==> config.mk <==
export PLATFORM = sky130hd
export DESIGN_NAME = approx_add_pipe
export DESIGN_NICKNAME = d
export VERILOG_FILES = /design/src/rtl/approx_add_pkg.sv /design/src/rtl/approx_add_core.sv /design/src/rtl/approx_add_pipe.sv
export SDC_FILE = /design/constraint.sdc
export NUM_CORES = 1
export LEC_CHECK = 0
export ABC_AREA = 1
export CORE_UTILIZATION = 40
export CTS_BUF_LIST = sky130_fd_sc_hd__clkbuf_16
export DETAILED_ROUTE_END_ITERATION = 8
export GPL_TIMING_DRIVEN = 0
export PLACE_DENSITY = 0.66
export SLEW_MARGIN = 20
export SYNTH_ARGS = -nofsm -noshare
export SYNTH_HDL_FRONTEND = slang
export SYNTH_SLANG_ARGS = --single-unit
==> constraint.sdc <==
create_clock -name clk -period 3.04 [get_ports clk]
set_clock_uncertainty 0.15 [all_clocks]
set_input_delay 0.912 -clock clk [delete_from_list [all_inputs] [get_ports clk]]
set_output_delay 0.912 -clock clk [all_outputs]
set_load 0.01 [all_outputs]
==> src/rtl/approx_add_pkg.sv <==
// Shared definitions for the approx_add_pipe adder family: the mode
// encoding, the lower-part-OR (LOA) sum function and the saturating
// adder used by the error statistics counters.
package approx_add_pkg;

    localparam logic MODE_APPROX = 1'b0;
    localparam logic MODE_EXACT  = 1'b1;

    // LOA sum on operands zero-extended to 32 bits. The low k bits are a
    // bitwise OR. Bit k-1 generates the carry into the exact upper part.
    // A k of 0 (or less) gives the exact sum. The result is 33 bits wide,
    // so the carry-out is never lost.
    function automatic logic [32:0] loa_sum(input logic [31:0] a,
                                            input logic [31:0] b,
                                            input int          k);
        logic [32:0] lo_mask;
        logic [32:0] hi;
        logic [31:0] gen;
        logic        c;
        if (k <= 0) begin
            return {1'b0, a} + {1'b0, b};
        end
        lo_mask = (33'd1 << k) - 33'd1;
        gen     = (a & b) >> (k - 1);
        c       = gen[0];
        hi      = ({1'b0, a >> k} + {1'b0, b >> k} + {32'd0, c}) << k;
        return hi | (({1'b0, a} | {1'b0, b}) & lo_mask);
    endfunction

    // 32-bit add that sticks at all-ones instead of wrapping.
    function automatic logic [31:0] sat_add32(input logic [31:0] a,
                                              input logic [31:0] b);
        logic [32:0] s;
        s = {1'b0, a} + {1'b0, b};
        return s[32] ? 32'hFFFF_FFFF : s[31:0];
    endfunction

endpackage

==> src/rtl/approx_add_core.sv <==
// Combinational LOA/exact adder. In approximate mode the low APPROX_BITS
// bits are OR-ed. In exact mode the full sum is produced. The output
// always includes the carry-out.
module approx_add_core
    import approx_add_pkg::*;
#(
    parameter int WIDTH       = 8,
    parameter int APPROX_BITS = 2
)(
    input  logic [WIDTH-1:0] i_a,
    input  logic [WIDTH-1:0] i_b,
    input  logic             i_mode,
    output logic [WIDTH:0]   o_sum
);

    // Exact mode is simply an LOA with no approximated bits.
    always_comb begin
        o_sum = (WIDTH+1)'(loa_sum(32'(i_a), 32'(i_b),
                                   (i_mode == MODE_EXACT) ? 0 : APPROX_BITS));
    end

endmodule

==> src/rtl/approx_add_pipe.sv <==
// Pipelined approximate adder with a valid/ready stream interface.
// Stage 0 computes the sum. Later stages only carry the result and a
// valid bit. The whole pipeline advances unless the output is stalled.
// The optional error monitor is enabled by defining APPROX_ADD_ERR_MON_EN.
module approx_add_pipe
    import approx_add_pkg::*;
#(
    parameter int WIDTH       = 8,
    parameter int APPROX_BITS = 2,
    parameter int STAGES      = 2
)(
    input  logic             clk,
    input  logic             rst,
    input  logic             in_valid,
    output logic             in_ready,
    input  logic [WIDTH-1:0] A,
    input  logic [WIDTH-1:0] B,
    input  logic             mode,
    output logic             out_valid,
    input  logic             out_ready,
    output logic [WIDTH:0]   O
`ifdef APPROX_ADD_ERR_MON_EN
   ,input  logic             clr_stats,
    output logic [31:0]      err_cnt,
    output logic [31:0]      err_sum,
    output logic [WIDTH:0]   err_max
`endif
);

    logic           w_advance;
    logic [WIDTH:0] w_sum;
    logic           r_vld [STAGES];
    logic [WIDTH:0] r_sum [STAGES];

    // A single global enable: everything moves unless the last stage is held.
    assign w_advance = !(out_valid && !out_ready);
    assign in_ready  = w_advance && !rst;
    assign out_valid = r_vld[STAGES-1];
    assign O         = r_sum[STAGES-1];

    approx_add_core #(
        .WIDTH       (WIDTH),
        .APPROX_BITS (APPROX_BITS)
    ) u_core (
        .i_a    (A),
        .i_b    (B),
        .i_mode (mode),
        .o_sum  (w_sum)
    );

    // Pipeline shift register for the result and its valid bit.
    // NOTE: state uses non-blocking assignments so every stage samples the
    // previous stage's old value on the same edge; blocking here would
    // collapse the pipeline into one stage.
    always_ff @(posedge clk) begin
        if (rst) begin
            for (int s = 0; s < STAGES; s++) begin
                r_vld[s] <= 1'b0;
                r_sum[s] <= '0;
            end
        end else if (w_advance) begin
            r_vld[0] <= in_valid;
            r_sum[0] <= w_sum;
            for (int s = 1; s < STAGES; s++) begin
                r_vld[s] <= r_vld[s-1];
                r_sum[s] <= r_sum[s-1];
            end
        end
    end

`ifdef APPROX_ADD_ERR_MON_EN
    logic           w_exact;
    logic [WIDTH:0] w_exact_sum;
    logic [WIDTH:0] w_exact_out;
    logic [WIDTH:0] w_err;
    logic           w_out_xfer;
    logic [WIDTH:0] r_exact [STAGES];
    logic [31:0]    r_err_cnt;
    logic [31:0]    r_err_sum;
    logic [WIDTH:0] r_err_max;

    assign w_exact     = MODE_EXACT;
    assign w_exact_out = r_exact[STAGES-1];
    assign w_out_xfer  = out_valid && out_ready;
    assign err_cnt     = r_err_cnt;
    assign err_sum     = r_err_sum;
    assign err_max     = r_err_max;

    approx_add_core #(
        .WIDTH       (WIDTH),
        .APPROX_BITS (APPROX_BITS)
    ) u_exact_core (
        .i_a    (A),
        .i_b    (B),
        .i_mode (w_exact),
        .o_sum  (w_exact_sum)
    );

    // Exact reference sum travels alongside each pipeline entry.
    always_ff @(posedge clk) begin
        if (rst) begin
            for (int s = 0; s < STAGES; s++) r_exact[s] <= '0;
        end else if (w_advance) begin
            r_exact[0] <= w_exact_sum;
            for (int s = 1; s < STAGES; s++) r_exact[s] <= r_exact[s-1];
        end
    end

    // Absolute error of the result that is leaving the pipeline.
    always_comb begin
        w_err = '0;
        if (w_exact_out >= O) w_err = w_exact_out - O;
        else                  w_err = O - w_exact_out;
    end

    // Statistics update on output transfers. A clear overrides the sample.
    always_ff @(posedge clk) begin
        if (rst || clr_stats) begin
            r_err_cnt <= '0;
            r_err_sum <= '0;
            r_err_max <= '0;
        end else if (w_out_xfer) begin
            if (w_err != '0)      r_err_cnt <= sat_add32(r_err_cnt, 32'd1);
            r_err_sum <= sat_add32(r_err_sum, 32'(w_err));
            if (w_err > r_err_max) r_err_max <= w_err;
        end
    end
`endif

endmodule
==> impl_metrics.csv, run 1 <==
group,metric,value,unit
status,status,"finished, final reports clean",
detailed_routing,via_count,1394,
critical_path,crit_path_end_kind,"primary output",
timing,slew_headroom,0.392,
global_routing,grt_use_total,0.164,
power_and_ir_drop,swShare,0.269,
critical_path,critPathLaunch,"out_ready",
floorplanning,io_pins,32,
clock_tree,worstSkewPairLatency,250,ps
power_and_ir_drop,ir_drop,0.000155,V
critical_path,path_cells,"clkdlybuf4s50_1 > inv_2 > a21oi_4 > clkdlybuf4s15_1",
timing,tns,0,ps
timing,setup_viol,0,
hold_path,min-delay-start,"r_sum[0][4]$_SDFFCE_PN0P_",
place,dp_hpwl,2500,um
detailed_routing,drt-total-wl,3160,um
floorplanning,coreArea,0.00403,sq mm
synth,synth_largest_area_cell,"edfxtp_1",
synth,ys_seq_area_frac,0.355,
detailed_routing,routed.top_layer,"met4",
power_and_ir_drop,power_frac_seq,0.388,
clock_tree,cts_tree,"yes",
timing,timing.final.crit_share,0.940,
detailed_routing,dr.pass1.iters,4,
power_and_ir_drop,leakage,1.07,nW
global_routing,grt_pass1_vias,1329,
power_and_ir_drop,p_int,0.653,mW
global_routing,grt_pass1_wl,5490,um
clock_tree,htreeDepth,1,
global_routing,antenna_found_initial,0,
timing,max_freq,0.350,GHz
critical_path,crit_required,1980,ps
final_layout,drive_above_1_share,0.145,
clock_tree,clkTransAtPathRegs,50,ps
detailed_routing,drc,0,
power_and_ir_drop,p_sw,0.240,mW
floorplanning,die_w,67.0,um
power_and_ir_drop,p_per_area,409,mW/mm^2
final_layout,final_cell_mix,"nand2_1, inv_1, clkdlybuf4s50_1",
detailed_routing,vias_per_cell,4.66,
place,place.gp.congestion,0.824,
timing,drv_slew,0,
detailed_routing,wl_met1,1420,um
power_and_ir_drop,finalPower,0.893,mW
place,io_buffers,30,
timing,grt_setup_unrepaired,"false",
final_layout,num-nets-final,289,
critical_path,path_buf_inv,3,
critical_path,cp_max_fo,2,
floorplanning,initial_core_util,0.420,
power_and_ir_drop,combPwrFrac,0.319,
synth,syn_inst,213,
synth,ys_top_cells_by_area,"edfxtp_1, nand2_1, ha_1",
power_and_ir_drop,clockPowerShare,0.294,
floorplanning,rows,23,
synth,synth_cell_type_count,24,
clock_tree,numCtsBuffers,3,
critical_path,cp-start-kind,"input pin",
critical_path,worstPathArrival,1790,ps
global_routing,overflow,0,
clock_tree,clockBufferDepth,2,
timing,finalHoldViolCount,0,
final_layout,areaGrowthSynthToFinish,29.2,%
detailed_routing,ant_nets,0,
detailed_routing,route.met3.wl,104,um
synth,ys_ff_latch,20,
detailed_routing,wl_per_cell,10.6,um
detailed_routing,drt_iter0_markers,87,
final_layout,final_common_cell,"nand2_1",
clock_tree,clock-root-buffer,"clkbuf_16",
synth,yosysWarningCount,0,
critical_path,worst_path_largest_cell_delay,470,ps
timing,period_minus_slack,2860,ps
synth,synth_nets,252,
floorplanning,die-area,0.00449,sq mm
synth,synthesis.area,0.00169,sq mm
critical_path,crit_type,"in -> out",
timing,worst_slew_pin_slew,909,ps
run,cap_violations,0,
critical_path,cp_top_family,"buffers and inverters",
clock_tree,cts.sinks,20,
floorplanning,die_h,67.0,um
global_routing,grt_max_degree,21,
hold_path,hp-class,"reg -> reg",
synth,synth_top_area_share,0.355,
detailed_routing,met2WireLength,1580,um
final_layout,antenna_cells,0,
synth,syn_avg_cell_area,7.94,sq um
critical_path,cp_slowest_cell,"clkdlybuf4s50_1",
critical_path,r2r_start,"r_vld[0][1]$_SDFFCE_PN0P_",
clock_tree,hold_buffers,0,
==> kinds of logic (layout without fill, tap and decap cells) <==
kind of cell	Yosys count	after routing	synth area share
buffers and inverters	50	86	0.138
AO/OA/AOI/OAI	27	27	0.0955
adder cells (fa/ha/maj)	18	18	0.147
flip-flops	20	20	0.355
XOR/XNOR	4	4	0.0207
AND/OR/NAND/NOR	94	94	0.244
==> sequential cells by signal, summed over array words and instances, names as in the netlist <==
register and flops:
r_sum 18, r_vld 2
==> layer usage <==
layer	track usage	vias up
met5	0	-
met1	0.187	610
met3	0.0188	5
met4	0.0691	0
met2	0.303	33
li1	-	746
==> final timing paths <==
| check | endpoint | cells past startpoint | slack, ps |
|---|---|---|---|
| setup reg to reg | r_sum[0][12]$_SDFFCE_PN0P_ | 1 | 1340 |
| hold reg to reg | r_sum[0][13]$_SDFFCE_PN0P_ | 2 | 390 |
| hold / removal | r_sum[0][13]$_SDFFCE_PN0P_ | 2 | 390 |
| setup / recovery | in_ready | 4 | 180 |
==> cells in the mapped netlist (all sizes together) <==
cell type	number
xnor2	4
nand3b	5
o21ai	11
nand2	52
buf	14
nand3	14
ha	15
a211oi	1
inv	35
edfxtp	20
or2	3
a31oi	1
nor2	20
clkinv	1
a21oi	14
fa	3
==> per-stage QoR <==
stage / cells / instance area, sq um / utilization / hold WS (ps) / setup WS, ps
CTS: 297 / 2140 / 0.532 / 395 / 2.91
floorplan: 213 / 1690 / - / 369 / 32.4
detailed placement: 293 / 2050 / 0.510 / 381 / -411
finish: 299 / 2180 / 0.542 / 392 / 184
global route: 299 / 2180 / 0.542 / 429 / 28.5
global placement: 293 / 2050 / 0.510 / 372 / -352
==> area by class of cell <==
class	instances	area (sq um)
clock buffer	3	75.1
buffer	14	105
timing repair buffer	32	323
fill	408	1840
multi-input combinational	143	877
tap	50	62.6
clock inverter	1	3.75
sequential	20	601
inverter	36	138
==> worst min-delay path, cell delays in order (launching register included) <==
cell and delay, ps:
edfxtp_1 310, inv_1 40, nor2_1 80
==> repair_timing <==
action,4_1_cts,5_1_grt
pin swaps,1,6
setup endpoints to repair,3,3
resized for setup,11,11
setup buffers,0,2
==> power groups by stage <==
stage | Combinational (mW) | Sequential [mW] | Clock [mW]
4_1_cts | 0.279 | 0.347 | 0.270
2_1_floorplan | 0.185 | 0.351 | 0
3_5_place_dp | 0.276 | 0.352 | 0
3_3_place_gp | 0.272 | 0.350 | 0
5_1_grt | 0.324 | 0.349 | 0.279
6_report | 0.284 | 0.346 | 0.262
(Power assumes the default switching activity.)
==> run 2, diff against run 1 <==
--- a/config.mk
+++ b/config.mk
@@ -6,12 +6,14 @@
 export NUM_CORES = 1
 export LEC_CHECK = 0
 export ABC_AREA = 1
+export CAP_MARGIN = 20
 export CORE_UTILIZATION = 40
 export CTS_BUF_LIST = sky130_fd_sc_hd__clkbuf_16
 export DETAILED_ROUTE_END_ITERATION = 8
 export GPL_TIMING_DRIVEN = 0
 export PLACE_DENSITY = 0.66
-export SLEW_MARGIN = 20
+export SETUP_SLACK_MARGIN = 0.15
+export SLEW_MARGIN = 30
 export SYNTH_ARGS = -nofsm -noshare
 export SYNTH_HDL_FRONTEND = slang
 export SYNTH_SLANG_ARGS = --single-unit
==> run 2 against run 1 <==
- cell count increased by 0.33%
- clock power shrank 2%
- core utilization grew 0.062 points
- cell area is 0.11% higher
- worst hold slack worse by 3.0 ps
- sequential share of layout area about the same
==> impl_metrics.csv, run 2 (synthesized netlist as in run 1, its figures left out) <==
group,metric,value,unit
final_layout,areaGrowthSynthToFinish,29.4,%
critical_path,reg2reg_slack,1320,ps
final_layout,drive_above_1_share,0.164,
timing,drv_slew,0,
clock_tree,worstSkewPairLatency,250,ps
final_layout,design_area,0.00219,sq mm
final_layout,stdcell_count,300,
final_layout,final_util,0.543,
timing,slew_headroom,0.383,
hold_path,min-delay-start,"r_sum[0][8]$_SDFFCE_PN0P_",
timing,max_freq,0.360,GHz
status,status,"finished, final reports clean",
final_layout,reg_top3,"r_sum x18, r_vld x2",
global_routing,grt_pass1_vias,1300,
timing,tns,0,ps
floorplanning,die_h,67.0,um
critical_path,worstPathArrival,1720,ps
detailed_routing,via_count,1400,
timing,worst_slew_pin_slew,923,ps
floorplanning,io_pins,32,
clock_tree,htreeDepth,1,
final_layout,nFillCells,401,
floorplanning,coreArea,0.00403,sq mm
final_layout,final_common_cell,"nand2_1",
global_routing,overflow,0,
place,dp_cells,293,
critical_path,crit_path_end_kind,"primary output",
run,cap_violations,0,
critical_path,crit_type,"in -> out",
final_layout,final_cell_mix,"nand2_1, inv_1, clkdlybuf4s50_1",
power_and_ir_drop,p_per_area,406,mW/mm^2
critical_path,cp_max_fo,2,
clock_tree,cts.sinks,20,
critical_path,reg2reg_to,"r_sum[0][11]$_SDFFCE_PN0P_",
final_layout,largest_reg_flops,18,
global_routing,grt_pass1_wl,5390,um
global_routing,antenna_found_initial,0,
timing,timing.final.crit_share,0.914,
hold_path,hold_depth,2,
timing,grt_setup_unrepaired,"false",
power_and_ir_drop,ir_drop,0.000189,V
critical_path,r2r_cells,1,
hold_path,hp-class,"reg -> reg",
detailed_routing,vias_per_cell,4.67,
clock_tree,numCtsBuffers,3,
floorplanning,initial_core_util,0.420,
floorplanning,die_w,67.0,um
floorplanning,die-area,0.00449,sq mm
timing,period_minus_slack,2780,ps
detailed_routing,dr.pass1.iters,6,
timing,finalHoldViolCount,0,
global_routing,grt_use_total,0.161,
critical_path,crit_required,1980,ps
clock_tree,hold_buffers,0,
place,post_dp_cell_area,0.00207,sq mm
place,io_buffers,30,
hold_path,holdPathEnd,"r_sum[0][17]$_SDFFCE_PN0P_",
detailed_routing,drt_iter0_markers,50,
detailed_routing,drc,0,
floorplanning,rows,23,
place,place.gp.congestion,0.797,
clock_tree,clock-root-buffer,"clkbuf_16",
final_layout,num-nets-final,291,
global_routing,grt_max_degree,21,
clock_tree,clkTransAtPathRegs,50,ps
power_and_ir_drop,finalPower,0.889,mW
timing,setup_viol,0,
final_layout,antenna_cells,0,
place,dp_hpwl,2430,um
critical_path,r2r_start,"r_vld[0][1]$_SDFFCE_PN0P_",
power_and_ir_drop,leakage,1.07,nW
detailed_routing,wl_per_cell,10.4,um
clock_tree,clockBufferDepth,2,
clock_tree,cts_tree,"yes",
critical_path,cp-start-kind,"input pin",
detailed_routing,ant_nets,0,
detailed_routing,drt-total-wl,3120,um
final_layout,top_register,"r_sum",
[run 2: layer usage]
metal | GRT usage | vias to the layer above | share of wire
met4 | 0.0559 | 0 | 0.016
li1 | - | 749 | -
met2 | 0.286 | 38 | 0.50
met1 | 0.194 | 608 | 0.44
met3 | 0.0257 | 5 | 0.043
met5 | 0 | - | 0
[run 2: how the worst max path moves through the flow]
stage                          from                   endpoint  slack [ps]  cells after the start
after floorplan                mode  r_sum[0][8]$_SDFFCE_PN0P_         160                     14
after CTS                 out_ready                   in_ready         140                      4
after global routing           mode  r_sum[0][6]$_SDFFCE_PN0P_         140                     14
final                     out_ready                   in_ready         260                      4
after global placement         A[1]  r_sum[0][6]$_SDFFCE_PN0P_        -390                     13
after detailed placement       B[1]  r_sum[0][6]$_SDFFCE_PN0P_        -400                     13
[run 2: critical path, cell delays in order]
cell and delay [ps]:
clkdlybuf4s50_1 470, inv_2 50, a21oi_4 140, clkbuf_2 140
[run 2: area by class of cell]
| type | instances | area [sq um] | area share |
|---|---|---|---|
| Buffer | 14 | 108 | 0.0492 |
| Tap cell | 50 | 62.6 | 0.0286 |
| Clock buffer | 3 | 75.1 | 0.0343 |
| Timing Repair Buffer | 34 | 322 | 0.147 |
| Sequential cell | 20 | 601 | 0.275 |
| Multi-Input combinational cell | 143 | 877 | 0.401 |
| Inverter | 36 | 143 | 0.0652 |
[run 2: where the power goes]
group          total [mW]  switching [mW]  internal (mW)  leakage, nW
Sequential          0.346         0.00730          0.338        0.234
Clock               0.258          0.0853          0.173       0.0370
Combinational       0.285           0.144          0.140        0.802
Total               0.889           0.237          0.652         1.07
[run 2: what timing repair did]
action | 4_1_cts | 5_1_grt
buffers inserted | 1 | 3
pin swaps | 5 | 3
gates resized for setup | 8 | 19
endpoints found under the setup margin | 5 | 4
[run 2: metrics by stage]
step	worst slack [ps]	hold WS (ps)
final	262	389
after global routing	144	432
after CTS	139	394
after detailed placement	-401	380
after global placement	-392	377
after floorplan	156	369
==> run 3, diff against run 2 <==
--- a/config.mk
+++ b/config.mk
@@ -8,7 +8,7 @@
 export ABC_AREA = 1
 export CAP_MARGIN = 20
 export CORE_UTILIZATION = 40
-export CTS_BUF_LIST = sky130_fd_sc_hd__clkbuf_16
+export CTS_BUF_LIST = sky130_fd_sc_hd__clkbuf_4 sky130_fd_sc_hd__clkbuf_8 sky130_fd_sc_hd__clkbuf_16
 export DETAILED_ROUTE_END_ITERATION = 8
 export GPL_TIMING_DRIVEN = 0
 export PLACE_DENSITY = 0.66
==> constraint.sdc (replaced) <==
create_clock -name clk -period 3.04 [get_ports clk]
set_clock_uncertainty 0.15 [all_clocks]
set_input_delay 0.912 -clock clk [delete_from_list [all_inputs] [get_ports clk]]
set_output_delay 0.912 -clock clk [all_outputs]
set_load 0.005 [all_outputs]
==> run 3 against run 2 <==
- critical path depth increased by 7
- worst setup slack lost 32 ps
- die area is the same
- fmax is 1.1% lower
- first-iteration DRC count decreased by 18%
- worst hold slack better by 2.9 ps
- sequential share of layout area up 0.43 points
- clock power down 38%
- core utilization decreased by 0.84 points
- cell count did not move
- via count is 0.79% lower
- sequential power barely moved
==> impl_metrics.csv, run 3 (synthesized netlist as in run 1, its figures left out) <==
group,metric,value,unit
clock_tree,numCtsBuffers,3,
power_and_ir_drop,p_sw,0.219,mW
place,dp_cells,293,
power_and_ir_drop,p_int,0.565,mW
critical_path,path_cells,"clkdlybuf4s50_1 > o21ai_0 > inv_1 > ha_1 > nand2_1 > nand2_1 > nand3_2 > nand2_1 > nand2_1 > nand3_1 > a21oi_1",
timing,drv_slew,0,
final_layout,multiInputGateArea,877,sq um
clock_tree,clkTransAtPathRegs,60,ps
timing,slew_headroom,0.397,
detailed_routing,wl_per_cell,10.3,um
place,io_buffers,30,
place,dp_hpwl,2430,um
timing,timing.final.crit_share,0.924,
global_routing,overflow,0,
detailed_routing,drt-total-wl,3080,um
clock_tree,hold_buffers,0,
timing,max_freq,0.356,GHz
global_routing,grt_pass1_wl,5350,um
floorplanning,die_w,67.0,um
floorplanning,die-area,0.00449,sq mm
global_routing,grt_pass1_vias,1287,
final_layout,stdcell_count,300,
critical_path,crit_type,"in -> reg",
clock_tree,cts.sinks,20,
detailed_routing,drt_iter0_markers,41,
floorplanning,die_h,67.0,um
critical_path,cp_top_family,"buffers and inverters",
final_layout,seq_area,601,sq um
detailed_routing,dr.pass1.iters,4,
clock_tree,cts_tree,"yes",
floorplanning,rows,23,
floorplanning,initial_core_util,0.420,
detailed_routing,vias_per_cell,4.63,
critical_path,crit_required,2890,ps
final_layout,areaGrowthSynthToFinish,27.4,%
run,cap_violations,0,
final_layout,drive_above_1_share,0.164,
final_layout,design_area,0.00215,sq mm
final_layout,num-nets-final,291,
clock_tree,clockBufferDepth,2,
floorplanning,io_pins,32,
critical_path,cpMostUsedCell,"nand2_1",
hold_path,hp-class,"reg -> reg",
critical_path,path_buf_inv,2,
power_and_ir_drop,power_frac_seq,0.440,
timing,period_minus_slack,2810,ps
detailed_routing,via_count,1389,
clock_tree,htreeDepth,1,
timing,grt_setup_unrepaired,"false",
floorplanning,coreArea,0.00403,sq mm
final_layout,top_register,"r_sum",
global_routing,grt_max_degree,21,
global_routing,antenna_found_initial,0,
final_layout,antenna_cells,0,
final_layout,largest_reg_flops,18,
detailed_routing,ant_nets,0,
detailed_routing,drc,0,
power_and_ir_drop,ir_drop,0.000146,V
clock_tree,worstSkewPairLatency,240,ps
power_and_ir_drop,swShare,0.279,
power_and_ir_drop,combPwrFrac,0.356,
critical_path,cp_max_fo,3,
critical_path,crit_path_end_kind,"flip-flop",
power_and_ir_drop,leakage,1.06,nW
global_routing,grt_use_total,0.157,
critical_path,worstPathArrival,2660,ps
status,status,"finished, final reports clean",
timing,finalHoldViolCount,0,
power_and_ir_drop,clockPowerShare,0.204,
timing,worst_slew_pin_slew,902,ps
timing,setup_viol,0,
timing,tns,0,ps
final_layout,reg_top3,"r_sum x18, r_vld x2",
final_layout,final_cell_mix,"nand2_1, inv_1, clkdlybuf4s50_1",
critical_path,worst_path_largest_cell_delay,470,ps
critical_path,cp-start-kind,"input pin",
power_and_ir_drop,p_per_area,364,mW/mm^2
critical_path,cp_slowest_cell,"clkdlybuf4s50_1",
final_layout,final_util,0.534,
clock_tree,clock-root-buffer,"clkbuf_8",
place,place.gp.congestion,0.797,
final_layout,nFillCells,401,
final_layout,final_common_cell,"nand2_1",
place,post_dp_cell_area,0.00207,sq mm
[run 3: cell count changes in the layout (fill, tap and decap cells not counted)]
cell / previous run / this run
clkbuf_16: 3 / 0
o21ai_1: 4 / 3
clkbuf_8: 0 / 3
o21ai_0: 5 / 6
[run 3: timing repair]
| action | in CTS | in global routing |
|---|---|---|
| setup buffers | 1 | 3 |
| pin swaps | 5 | 3 |
| gates cloned | 0 | 0 |
| endpoints found under the setup margin | 5 | 4 |
| resized for setup | 8 | 18 |
[run 3: worst min-delay path, cell delays in order (launching register included)]
cell      delay [ps]
edfxtp_1         320
inv_1             30
nor2_1            80
[run 3: through the flow]
step           hold slack (ps)  power [mW]  worst slack, ps
5_1_grt                    424       0.844              106
6_report                   392       0.784              230
4_1_cts                    397       0.784              173
3_3_place_gp               377       0.620             -392
3_5_place_dp               380       0.624             -401
2_1_floorplan              369       0.533              158
[run 3: power by group through the flow]
stage,Sequential (mW),Combinational [mW],Clock (mW)
after detailed placement,0.351,0.272,0
after global placement,0.351,0.269,0
after global routing,0.348,0.317,0.178
final,0.345,0.279,0.160
after floorplan,0.350,0.183,0
after CTS,0.345,0.274,0.165
[run 3: final timing paths]
check / depth (start not counted) / slack [ps] / to / from
max: 11 / 230 / r_sum[0][7]$_SDFFCE_PN0P_ / A[3]
min: 2 / 390 / r_sum[0][17]$_SDFFCE_PN0P_ / r_sum[0][8]$_SDFFCE_PN0P_
min reg2reg: 2 / 390 / r_sum[0][17]$_SDFFCE_PN0P_ / r_sum[0][8]$_SDFFCE_PN0P_
max reg2reg: 1 / 1330 / r_sum[0][8]$_SDFFCE_PN0P_ / r_vld[0][1]$_SDFFCE_PN0P_
[run 3: cell type report]
cell class,count,share of cell area
inverter,36,0.0662
multi-input combinational,143,0.407
tap,50,0.0291
buffer,14,0.0500
timing repair buffer,34,0.149
sequential,20,0.279
clock buffer,3,0.0192
[run 3: routing by layer]
metal,GRT usage,vias to the layer above,wire (um)
met3,0.0205,2,118
met4,0.0479,0,23
met5,0,-,0
met2,0.285,37,1550
li1,-,748,-
met1,0.190,602,1390
